<file path="config.mk">
export PLATFORM = sky130hd
export DESIGN_NAME = mem_wb_stage
export DESIGN_NICKNAME = d
export VERILOG_FILES = /design/src/rtl/mem_wb_stage_pkg.sv /design/src/rtl/mem_wb_stage_load_extend.sv /design/src/rtl/mem_wb_stage.sv
export SDC_FILE = /design/constraint.sdc
export NUM_CORES = 1
export LEC_CHECK = 0
export ABC_AREA = 1
export ABC_CLOCK_PERIOD_IN_PS = 1400
export CAP_MARGIN = 0
export CORE_MARGIN = 10
export CORE_UTILIZATION = 38
export DETAILED_ROUTE_END_ITERATION = 8
export PLACE_DENSITY = 0.78
export SYNTH_ARGS = -nofsm -noshare
export SYNTH_HDL_FRONTEND = slang
export SYNTH_SLANG_ARGS = --single-unit
</file>
<file path="constraint.sdc">
create_clock -name clk -period 1.4 [get_ports clk]
set_input_delay 0.28 -clock clk [delete_from_list [all_inputs] [get_ports clk]]
set_output_delay 0.28 -clock clk [all_outputs]
set_load 0.05 [all_outputs]
</file>
<file path="src/rtl/mem_wb_stage_pkg.sv">
// Shared definitions for the memory/writeback stage.
// Contents: opcode map, byte-enable codes, FSM state type and opcode classifiers.
package mem_wb_stage_pkg;

    localparam logic [5:0] OP_R    = 6'd0;
    localparam logic [5:0] OP_ADDI = 6'd1;
    localparam logic [5:0] OP_LUI  = 6'd3;
    localparam logic [5:0] OP_ANDI = 6'd4;
    localparam logic [5:0] OP_ORI  = 6'd5;
    localparam logic [5:0] OP_XORI = 6'd6;
    localparam logic [5:0] OP_LW   = 6'd16;
    localparam logic [5:0] OP_LH   = 6'd18;
    localparam logic [5:0] OP_LB   = 6'd20;
    localparam logic [5:0] OP_SW   = 6'd24;
    localparam logic [5:0] OP_SH   = 6'd26;
    localparam logic [5:0] OP_SB   = 6'd28;
    localparam logic [5:0] OP_JAL  = 6'd41;

    // Byte enables are active-low: a 0 bit enables that byte lane.
    localparam logic [3:0] WREN_W    = 4'b0000;
    localparam logic [3:0] WREN_H    = 4'b1100;
    localparam logic [3:0] WREN_B    = 4'b1110;
    localparam logic [3:0] WREN_NONE = 4'b1111;

    typedef enum logic [1:0] {
        IDLE,
        MEM,
        WB
    } state_t;

    function automatic logic is_alu(input logic [5:0] op);
        case (op)
            OP_R, OP_ADDI, OP_LUI, OP_ANDI, OP_ORI, OP_XORI, OP_JAL: return 1'b1;
            default: return 1'b0;
        endcase
    endfunction

    function automatic logic is_load(input logic [5:0] op);
        case (op)
            OP_LW, OP_LH, OP_LB: return 1'b1;
            default: return 1'b0;
        endcase
    endfunction

    function automatic logic is_store(input logic [5:0] op);
        case (op)
            OP_SW, OP_SH, OP_SB: return 1'b1;
            default: return 1'b0;
        endcase
    endfunction

endpackage

</file>
<file path="src/rtl/mem_wb_stage_load_extend.sv">
// Load data alignment: sign-extends halfword/byte loads, passes words through.
module load_extend
    import mem_wb_stage_pkg::*;
(
    input  logic [5:0]  op,
    input  logic [31:0] rdata,
    output logic [31:0] ext
);

    always_comb begin
        // NOTE: assign a default first so every path drives ext and no latch is inferred.
        ext = rdata;
        case (op)
            OP_LH:   ext = {{16{rdata[15]}}, rdata[15:0]};
            OP_LB:   ext = {{24{rdata[7]}}, rdata[7:0]};
            default: ext = rdata;
        endcase
    end

endmodule

</file>
<file path="src/rtl/mem_wb_stage.sv">
// Memory access and register writeback stage behind the ALU.
// One instruction in flight; loads/stores use a req/rvalid handshake with timeout.
module mem_wb_stage
    import mem_wb_stage_pkg::*;
#(
    parameter int TIMEOUT_CYC = 16
) (
    input  logic        clk,
    input  logic        rstn,
    input  logic        ex_valid,
    output logic        ex_ready,
    input  logic [5:0]  ex_op,
    input  logic [4:0]  ex_wreg,
    input  logic [3:0]  ex_wren,
    input  logic [31:0] ex_result,
    input  logic [31:0] ex_sdata,
    output logic        mem_req,
    output logic        mem_we,
    output logic [31:0] mem_addr,
    output logic [31:0] mem_wdata,
    output logic [3:0]  mem_wren_n,
    input  logic        mem_rvalid,
    input  logic [31:0] mem_rdata,
    output logic        rf_we,
    output logic [4:0]  rf_waddr,
    output logic [31:0] rf_wdata,
    output logic        fwd_valid,
    output logic [4:0]  fwd_reg,
    output logic [31:0] fwd_data,
    output logic        busy,
    output logic        err_timeout
);

    localparam int CNT_W = $clog2(TIMEOUT_CYC + 1);
    localparam logic [CNT_W-1:0] CNT_LAST = CNT_W'(TIMEOUT_CYC - 1);

    state_t           state;
    logic [CNT_W-1:0] tmo_cnt;
    logic [5:0]       ld_op;
    logic [31:0]      ld_ext;
    logic             accept;

    // Extension is driven from the live bus data so the result is ready on the rvalid edge.
    load_extend u_load_extend (
        .op    (ld_op),
        .rdata (mem_rdata),
        .ext   (ld_ext)
    );

    assign ex_ready  = (state == IDLE);
    assign busy      = (state != IDLE);
    assign accept    = ex_valid & ex_ready;
    assign fwd_valid = rf_we;
    assign fwd_reg   = rf_waddr;
    assign fwd_data  = rf_wdata;

    // NOTE: sequential state uses non-blocking assignments so every register samples pre-edge values.
    always_ff @(posedge clk or negedge rstn) begin
        if (!rstn) begin
            state       <= IDLE;
            tmo_cnt     <= '0;
            ld_op       <= '0;
            mem_req     <= 1'b0;
            mem_we      <= 1'b0;
            mem_addr    <= '0;
            mem_wdata   <= '0;
            mem_wren_n  <= WREN_NONE;
            rf_we       <= 1'b0;
            rf_waddr    <= '0;
            rf_wdata    <= '0;
            err_timeout <= 1'b0;
        end else begin
            rf_we <= 1'b0;
            case (state)
                IDLE: begin
                    if (accept) begin
                        if (is_alu(ex_op)) begin
                            state    <= WB;
                            rf_waddr <= ex_wreg;
                            rf_wdata <= ex_result;
                            rf_we    <= (ex_wreg != 5'd0);
                        end else if (is_load(ex_op)) begin
                            state      <= MEM;
                            tmo_cnt    <= '0;
                            ld_op      <= ex_op;
                            rf_waddr   <= ex_wreg;
                            mem_req    <= 1'b1;
                            mem_we     <= 1'b0;
                            mem_addr   <= ex_result;
                            mem_wdata  <= ex_sdata;
                            mem_wren_n <= WREN_NONE;
                        end else if (is_store(ex_op)) begin
                            state      <= MEM;
                            tmo_cnt    <= '0;
                            ld_op      <= ex_op;
                            mem_req    <= 1'b1;
                            mem_we     <= 1'b1;
                            mem_addr   <= ex_result;
                            mem_wdata  <= ex_sdata;
                            mem_wren_n <= ex_wren;
                        end
                    end
                end
                MEM: begin
                    if (mem_rvalid) begin
                        mem_req <= 1'b0;
                        tmo_cnt <= '0;
                        if (mem_we) begin
                            state <= IDLE;
                        end else begin
                            state    <= WB;
                            rf_wdata <= ld_ext;
                            rf_we    <= (rf_waddr != 5'd0);
                        end
                    end else if (tmo_cnt == CNT_LAST) begin
                        // Abandon the access; the sticky flag tells software it happened.
                        mem_req     <= 1'b0;
                        tmo_cnt     <= '0;
                        state       <= IDLE;
                        err_timeout <= 1'b1;
                    end else begin
                        tmo_cnt <= tmo_cnt + 1'b1;
                    end
                end
                WB: begin
                    state <= IDLE;
                end
                default: begin
                    state <= IDLE;
                end
            endcase
        end
    end

endmodule

</file>
## Word-level counts from Yosys, hierarchy flattened

Index checks and enable logic that the tools add are counted.

- Reductions and logical operators: 18
- Add/sub/neg operators: 1
- Bitwise operators: 3
- Muxes and demuxes: 56
- Equal/unequal tests: 24

Operator list:

| cell | number |
|---|---|
| $mux W32 | 8 |
| $pmux W32 S2 | 2 |
| $eq A6 B5 Y1 const B | 8 |
| $mux W5 | 8 |
| $mux W1 | 23 |
| $eq A6 B3 Y1 const B | 3 |
| $mux W2 | 7 |
| $mux W6 | 2 |
| $pmux W5 S2 | 1 |
| $reduce_and A5 Y1 | 2 |
| $reduce_bool A5 Y1 | 2 |
| $reduce_and A3 Y1 | 3 |
| $mux W4 | 2 |
| $reduce_and A4 Y1 | 2 |
| $reduce_bool A2 Y1 | 4 |
| $reduce_or A7 Y1 | 1 |
| $eq A6 B1 Y1 const B | 1 |
| $eq A6 B2 Y1 const B | 1 |
| $eq A6 B6 Y1 const B | 1 |
| $logic_not A6 Y1 | 1 |
| $ne A2 B2 Y1 const B | 3 |
| $reduce_or A3 Y1 | 2 |
| $add A5 B1 Y5 const B | 1 |
| $eq A5 B4 Y1 const B | 1 |
| other kinds (10) | 13 |

- Output and inout port bits: 149
- Flip-flop bits (word level): 122
- Bits of input ports: 115

## Longest topological paths before layout

Gate-level depths: netlist of run 1.

- Depth in word-level cells: 17
- Mapped depth: 11

## Modules after synthesis

From an unflattened synthesis of run 1, not the netlist that was laid out.

- Cells, all modules: 756
- Area, all modules: 5963.2 µm²

Modules (own cells, without submodules):

| module | area each (µm²) | times used | cells each |
|---|---|---|---|
| mem_wb_stage | 5560.3 | 1 | 682 |
| load_extend | 402.9 | 1 | 74 |

## Worst setup path after synthesis of run 1

No wires, ideal clock.

- Path type: reg-to-reg
- Start point: register state[1]
- End point: register mem_req
- Data required time: 1.333 ns
- Setup slack: -0.499 ns
- Period minus slack after synthesis: 1.899 ns
- Arrival time: 1.833 ns
- Path buffers: 0
- Cell stages (with the launch flop): 6
- Path through: dfrtp_1 -> nor2_4 -> inv_1 -> o21ai_0 -> o21ai_0 -> nand2_1

- Cells in the longest elaborated chain, start to end: 4

RTL lines:

| what | line | source |
|---|---|---|
| start: declaration | mem_wb_stage.sv:37 | `state_t state;` |
| start signal: assignment | mem_wb_stage.sv:60 | `state <= IDLE;` |
| start signal: assignment | mem_wb_stage.sv:78 | `state <= WB;` |
| start signal: assignment | mem_wb_stage.sv:83 | `state <= MEM;` |
| $logic_not A2 Y1 (*) | mem_wb_stage.sv:50 | `assign ex_ready = (state == IDLE);` |
| net ex_ready | mem_wb_stage.sv:11 | `output logic ex_ready,` |
| $and A1 B1 Y1 | mem_wb_stage.sv:52 | `assign accept = ex_valid & ex_ready;` |
| $ne A2 B1 Y1 (no source line) | - |  |
| $reduce_and A5 Y1 (no source line) | - |  |
| end signal: assignment | mem_wb_stage.sv:63 | `mem_req <= 1'b0;` |
| end signal: assignment | mem_wb_stage.sv:87 | `mem_req <= 1'b1;` |
| end signal: assignment | mem_wb_stage.sv:96 | `mem_req <= 1'b1;` |
| end: declaration | mem_wb_stage.sv:17 | `output logic mem_req,` |

Mark *: on every way through the listed nets, which the timed path passes. The rest lies on a longest branch.
A chain may end at the register's enable or synchronous reset.

## Worst setup path in the final report of run 1

- Start point: register state[0]
- End point: output port busy

- Cells in the longest elaborated chain, start to end: 1

RTL lines:

| what | line | source |
|---|---|---|
| $reduce_bool A2 Y1 | mem_wb_stage.sv:51 | `assign busy = (state != IDLE);` |
| end: declaration | mem_wb_stage.sv:30 | `output logic busy,` |

No other way between the ends.

==> results of run 1 <==
power groups by stage:
stage,Sequential [mW],Combinational [mW],Clock (mW)
6_report,6.66,15.5,4.90
5_1_grt,6.75,15.9,5.05
4_1_cts,6.22,14.0,4.79
3_5_place_dp,6.25,13.5,0
3_3_place_gp,6.19,13.3,0
2_1_floorplan,8.72,3.64,0
cells in the final DEF (no fill, tap or decap), types with 8 or more instances in the layout:
cell and instances:
dfrtp_1 99, buf_8 8, dfrtp_2 19, buf_6 12
clkdlybuf4s50_1 109, o21ai_2 55, nand3_1 22, nor2_1 24
nand2_2 76, o21ai_1 20, inv_1 57, buf_4 34
nand2_1 98, nand2_4 65, buf_12 173, nand2_8 8
o21ai_4 8, nor2_2 10, nor2_4 30, buf_16 8
clkbuf_16 28
worst paths after layout:
path | depth (start not counted) | start | end
min in group asynchronous | 2 | rstn | fwd_data[5]$_DFFE_PN0P_
worst max register to register | 10 | state[0]$_DFFE_PN0P_ | tmo_cnt[2]$_DFFE_PN0P_
worst min register to register | 2 | ld_op[4]$_DFFE_PN0P_ | ld_op[4]$_DFFE_PN0P_
max in group asynchronous | 3 | rstn | ld_op[1]$_DFFE_PN0P_
worst min-delay path | 4 | ex_op[2] | ld_op[2]$_DFFE_PN0P_
worst max-delay path | 4 | state[0]$_DFFE_PN0P_ | busy
worst max-delay path: cells and delay by family, from the launching register on:
kind	cells	cell delay [ns]
simple gates	1	0.17
buf+inv	3	0.39
flops	1	0.42
metrics by stage:
| step | hold slack [ns] | power, mW | TNS [ns] | area (um2) | std cells |
|---|---|---|---|---|---|
| 2_1_floorplan | -0.0156 | 12.4 | -25.41 | 5810 | 693 |
| 3_3_place_gp | 0.130 | 19.5 | -40.16 | 9970 | 1105 |
| 3_5_place_dp | 0.135 | 19.8 | -43.70 | 9970 | 1105 |
| 4_1_cts | 0.276 | 25.0 | -16.66 | 11700 | 1181 |
| 5_1_grt | 0.275 | 27.7 | -21.37 | 13300 | 1214 |
| 6_report | 0.263 | 27.0 | -16.51 | 13300 | 1214 |
cell type report:
cell class | count | share of cell area (%)
Multi-Input combinational cell | 442 | 24.9
Tap cell | 184 | 1.73
Sequential cell | 122 | 23.2
Inverter | 67 | 2.23
Clock inverter | 7 | 1.02
Clock buffer | 25 | 3.80
Timing Repair inverter | 7 | 0.884
Timing Repair Buffer | 360 | 42.2
per-layer routing:
layer / wire length (um) / share of wire, % / vias up
met3: 3440 / 10 / 152
met5: 13 / 0.039 / -
met1: 11000 / 33 / 3362
met4: 1690 / 5.1 / 2
li1: - / - / 2784
met2: 17100 / 52 / 515
cells by family (layout without fill, tap and decap cells):
family,after synthesis,after routing,synth area share [%]
and+or+nand+nor,345,349,24.9
adders and majority gates,1,1,0.219
xor gates and xnor gates,1,1,0.154
buffers and inverters,133,466,12.9
AOI/OAI and AO/OA,91,91,8.20
DFF,122,122,53.6
what timing repair did:
| action | 4_1_cts | 5_1_grt |
|---|---|---|
| gates resized for setup | 81 | 399 |
| hold buffers | 1 | 0 |
| setup endpoints to repair | 106 | 141 |
| cloned | 23 | 17 |
| endpoints found under the hold margin | 95 | 0 |
| pin swaps | 8 | 72 |
| buffers inserted | 21 | 31 |
==> flow_metrics.tcl, run 1 <==
set metrics [dict create \
    num_rows 44 \
    synth-edff-count 0 \
    core_mm2 0.0146 \
    fin_nets 1133 \
    multi_input_area_mm2 0.00332 \
    path_cells "nor2_4, buf_6, clkinvlp_4, buf_8" \
    final_util_pct 90.9 \
    p_sw_mw 11.9 \
    power_leakage_nw 6.23 \
    sw_frac_of_total_pct 44.0 \
    dp_slack_ns -0.427 \
    combPwrFrac_pct 57.2 \
    syn_nets 809 \
    gr-total-overflow 0 \
    place.detailed.hpwl_um 16100 \
    viasPerCell 5.61 \
    crit_arrival_ns 1.41 \
    syn_area_mm2 0.00570 \
    synthArstFlopShare_pct 100 \
    maxSlewViolCount 0 \
    critPathRequiredTime_ns 1.12 \
    die_area_mm2 0.0203 \
    gr-usage-met3_pct 10.2 \
    met2_usage_pct 42.6 \
    cpPeakStageDelay_ns 0.42 \
    drt_iter0_markers 633 \
    drv_cap 0 \
    cp-start-kind "flip-flop" \
    antenna_left 0 \
    regArea_mm2 0.00308 \
    fin_worst_skew_ns 0.0145 \
    ys.flop_type "dfrtp_1" \
    synth.avg_cell_area_um2 8.23 \
    clk_pin_slew_ns 0.06 \
    ys.warnings.count 0 \
    clkLatencyLatePin_ns 0.43 \
    setup_viol 133 \
    powerDensity_mw_per_mm2 2030 \
    status "finished with violations" \
    cts_root_buffer "clkbuf_16" \
    hold_class "input pin to flip-flop" \
    pwr-share-seq_pct 24.7 \
    gr-usage-met1_pct 26.3 \
    dr.pass1.iters 7 \
    cts_buffers 17 \
    yosysMostFrequentCell "nand2_1" \
    cp_slowest_cell "dfrtp_1" \
    grt_pass1_wl_um 38300 \
    max_freq_mhz 591 \
    clock_sinks 122 \
    die_h_um 143 \
    syn2layout_area_growth_pct 133 \
    synth_cell_types 33 \
    gp_congestion 0.856 \
    violations "setup timing" \
    synth_common_cells "239 x nand2_1, 118 x dfrtp_1, 62 x inv_1, 62 x nor2_1, 58 x o21ai_0" \
    io_pins 264 \
    clockBufferDepth 2 \
    min_period_ns 1.69 \
    rsz0062_at_grt "true" \
    crit_path_end_kind "primary output" \
    internal_power_mw 15.1 \
    grt_usage_pct 24.8 \
    synthTopCellsByArea "dfrtp_1 52%, nand2_1 16%, buf_4 5.5%, o21ai_0 5.1%, inv_1 4.1%" \
    crit_type "flip-flop to primary output" \
    worst_pin_slew_ns 0.370 \
    timing.final.ws_setup_ns -0.292 \
    grt_pass1_vias 6638 \
    netlist.area_leader.share_pct 51.8 \
    post-route-period-util_pct 121 \
    ys_ff_latch 122 \
    antenna_cells 0 \
    ir_drop_v 0.00114 \
    start_util_pct 39.0 \
    cp_max_fo 2 \
    io_buffers 263 \
    synth_top_area_cell "dfrtp_1" \
    routed_wl_um 33300 \
    regToRegSetupSlack_ns -0.26 \
    slew_headroom_pct 75.4 \
    final.fill_count 462 \
    antenna_found_initial 1 \
    power_frac_clock_pct 18.1 \
    grt_max_degree 51 \
    cts_tree "built" \
    yosysSeqAreaShare_pct 53.6 \
    grt.busiest_layer "met2" \
    drc 0 \
    hold_viol_final 0 \
    die_x_um 143 \
    drive_gt1_share_pct 56.4 \
    syn-instance-count 693 \
    via_count 6815 \
    routedWlPerCell_um 27.4 \
    cts_htree_levels 4 \
]
Power figures use the tool's default switching activity.
==> run 2: changes to the inputs <==
ABC_CLOCK_PERIOD_IN_PS = 1700   (was 1400)
CORE_UTILIZATION = 42   (was 38)
PLACE_DENSITY = 0.81   (was 0.78)
clock period = 1.7 ns   (was 1.4 ns; I/O delays follow)
==> flow_metrics.tcl, run 2 (synthesis results as in run 1) <==
set metrics [dict create \
    stdcell_count 1127 \
    worstSetupStartpoint "state[0]$_DFFE_PN0P_" \
    cp_slowest_cell "dfrtp_1" \
    final_cell_mix "237 x nand2_1, 159 x buf_4, 117 x dfrtp_1, 113 x clkdlybuf4s50_1, 61 x inv_1" \
    antenna_left 0 \
    final.fill_count 1112 \
    via_count 5334 \
    ir_drop_v 0.000912 \
    grt_pass1_wl_um 28100 \
    maxSlewViolCount 0 \
    multi_input_area_mm2 0.00193 \
    cts_root_buffer "clkbuf_16" \
    drive_gt1_share_pct 24.5 \
    slew_headroom_pct 76.0 \
    gr-usage-met1_pct 22.4 \
    clockBufferDepth 2 \
    crit_arrival_ns 1.30 \
    cts_tree "built" \
    die_x_um 137 \
    gr-total-overflow 0 \
    place.detailed.hpwl_um 14200 \
    drc 0 \
    start_util_pct 42.9 \
    powerDensity_mw_per_mm2 1840 \
    grt.busiest_layer "met2" \
    regArea_mm2 0.00306 \
    final_common_cell "nand2_1" \
    crit_type "flip-flop to primary output" \
    r2r-end "fwd_data[22]$_DFFE_PN0P_" \
    hold_class "input pin to asynchronous set/reset pin" \
    critPathRequiredTime_ns 1.36 \
    io_buffers 263 \
    io_pins 264 \
    hold_viol_final 0 \
    worst_pin_slew_ns 0.360 \
    die_h_um 137 \
    core_mm2 0.0133 \
    cp-start-kind "flip-flop" \
    drt_iter0_markers 295 \
    cp_num_buf_inv 2 \
    path_cells "nor2_4, clkinvlp_4, buf_8" \
    max_freq_mhz 609 \
    power_mw 16.0 \
    min_period_ns 1.64 \
    power_leakage_nw 4.62 \
    routedWlPerCell_um 16.4 \
    grt_usage_pct 19.1 \
    regToRegSetupSlack_ns 0.13 \
    cp_max_fo 3 \
    fin_nets 1054 \
    grt_max_degree 50 \
    dp.cells 1091 \
    timing.final.ws_setup_ns 0.0571 \
    dr.pass1.iters 4 \
    viasPerCell 4.73 \
    antenna_cells 0 \
    gr-usage-met3_pct 8.39 \
    clock_sinks 122 \
    cts_htree_levels 4 \
    syn2layout_area_growth_pct 53.1 \
    met2_usage_pct 30.5 \
    critPathTopFamily "flip-flops" \
    num_rows 42 \
    timing.rr.start "state[1]$_DFFE_PN0P_" \
    clk_pin_slew_ns 0.05 \
    fin_worst_skew_ns 0.00912 \
    drv_cap 0 \
    clkLatencyLatePin_ns 0.41 \
    gp_congestion 0.815 \
    crit_path_end_kind "primary output" \
    dp_slack_ns -0.207 \
    grt_pass1_vias 5334 \
    setup_viol 0 \
    reg2reg_depth 7 \
    cts_buffers 17 \
    cpPeakStageDelay_ns 0.41 \
    rsz0062_at_grt "false" \
    routed_wl_um 18500 \
    status "finished clean" \
    die_area_mm2 0.0186 \
    antenna_found_initial 0 \
    post-route-period-util_pct 96.6 \
]
[run 2: cell count changes in the layout (fill, tap and decap cells not counted), sizes merged, moves of 2 or more]
cell | previous run | this run
buf | 235 | 178
bufinv | 4 | 2
clkbuf | 36 | 23
clkdlybuf4s50 | 109 | 113
clkinv | 8 | 6
dlymetal6s2s | 4 | 0
inv | 68 | 66
nand2 | 247 | 243
[run 2: what timing repair did]
| action | CTS | global route |
|---|---|---|
| gates cloned | 0 | 0 |
| buffers inserted | 3 | 1 |
| hold buffers | 1 | 0 |
| endpoints found under the setup margin | 2 | 15 |
| hold endpoints to repair | 20 | 0 |
| pin swaps | 1 | 2 |
| gates resized for setup | 2 | 3 |
[run 2: worst reg2reg max path, cell delays in order (launching register included)]
cell     delay, ns
dfrtp_2       0.42
buf_4         0.16
nor2_8        0.17
buf_4         0.19
nand3_2       0.11
buf_12        0.18
nor2_1        0.11
o21ai_1       0.09
[run 2: per-stage QoR]
| step | hold WS [ns] | util [%] | setup TNS, ns | area (um2) |
|---|---|---|---|---|
| 5_1_grt | 0.417 | 65.7 | 0 | 8740 |
| 2_1_floorplan | 0.0444 | - | -0.432 | 5710 |
| 6_report | 0.389 | 65.7 | 0 | 8740 |
| 4_1_cts | 0.389 | 65.6 | 0 | 8720 |
| 3_5_place_dp | 0.279 | 61.2 | -16.00 | 8130 |
| 3_3_place_gp | 0.283 | 61.2 | -10.32 | 8130 |
[run 2: report_power, final]
group / switching, mW / internal (mW) / total (mW)
clock: 1.25 / 2.18 / 3.43
sequential: 0.687 / 3.78 / 4.46
combinational: 5.71 / 2.43 / 8.14
total: 7.65 / 8.39 / 16.0
[run 2: how the worst max path moves through the flow]
| stage | endpoint | slack, ns | cells past startpoint |
|---|---|---|---|
| 3_3_place_gp | fwd_reg[0]$_DFFE_PN0P_ | -0.15 | 10 |
| 3_5_place_dp | fwd_reg[2]$_DFFE_PN0P_ | -0.21 | 10 |
| 2_1_floorplan | mem_req$_DFFE_PN0P_ | -0.1 | 7 |
| 4_1_cts | busy | 0.01 | 3 |
| 6_report | busy | 0.06 | 3 |
| 5_1_grt | busy | 0.01 | 3 |
[run 2: layer usage]
metal | wire length, um | vias up | share of wire, %
met1 | 7430 | 2454 | 40
met2 | 8570 | 253 | 46
met3 | 2210 | 20 | 12
met5 | 0 | - | 0
met4 | 256 | 0 | 1.4
li1 | - | 2607 | -
[run 2: layout make-up]
cell class	instances	area share (%)
tap	176	2.52
timing repair buffer	292	31.0
clock buffer	23	5.24
multi-input combinational	438	22.1
clock inverter	9	1.12
inverter	67	2.95
sequential	122	35.0
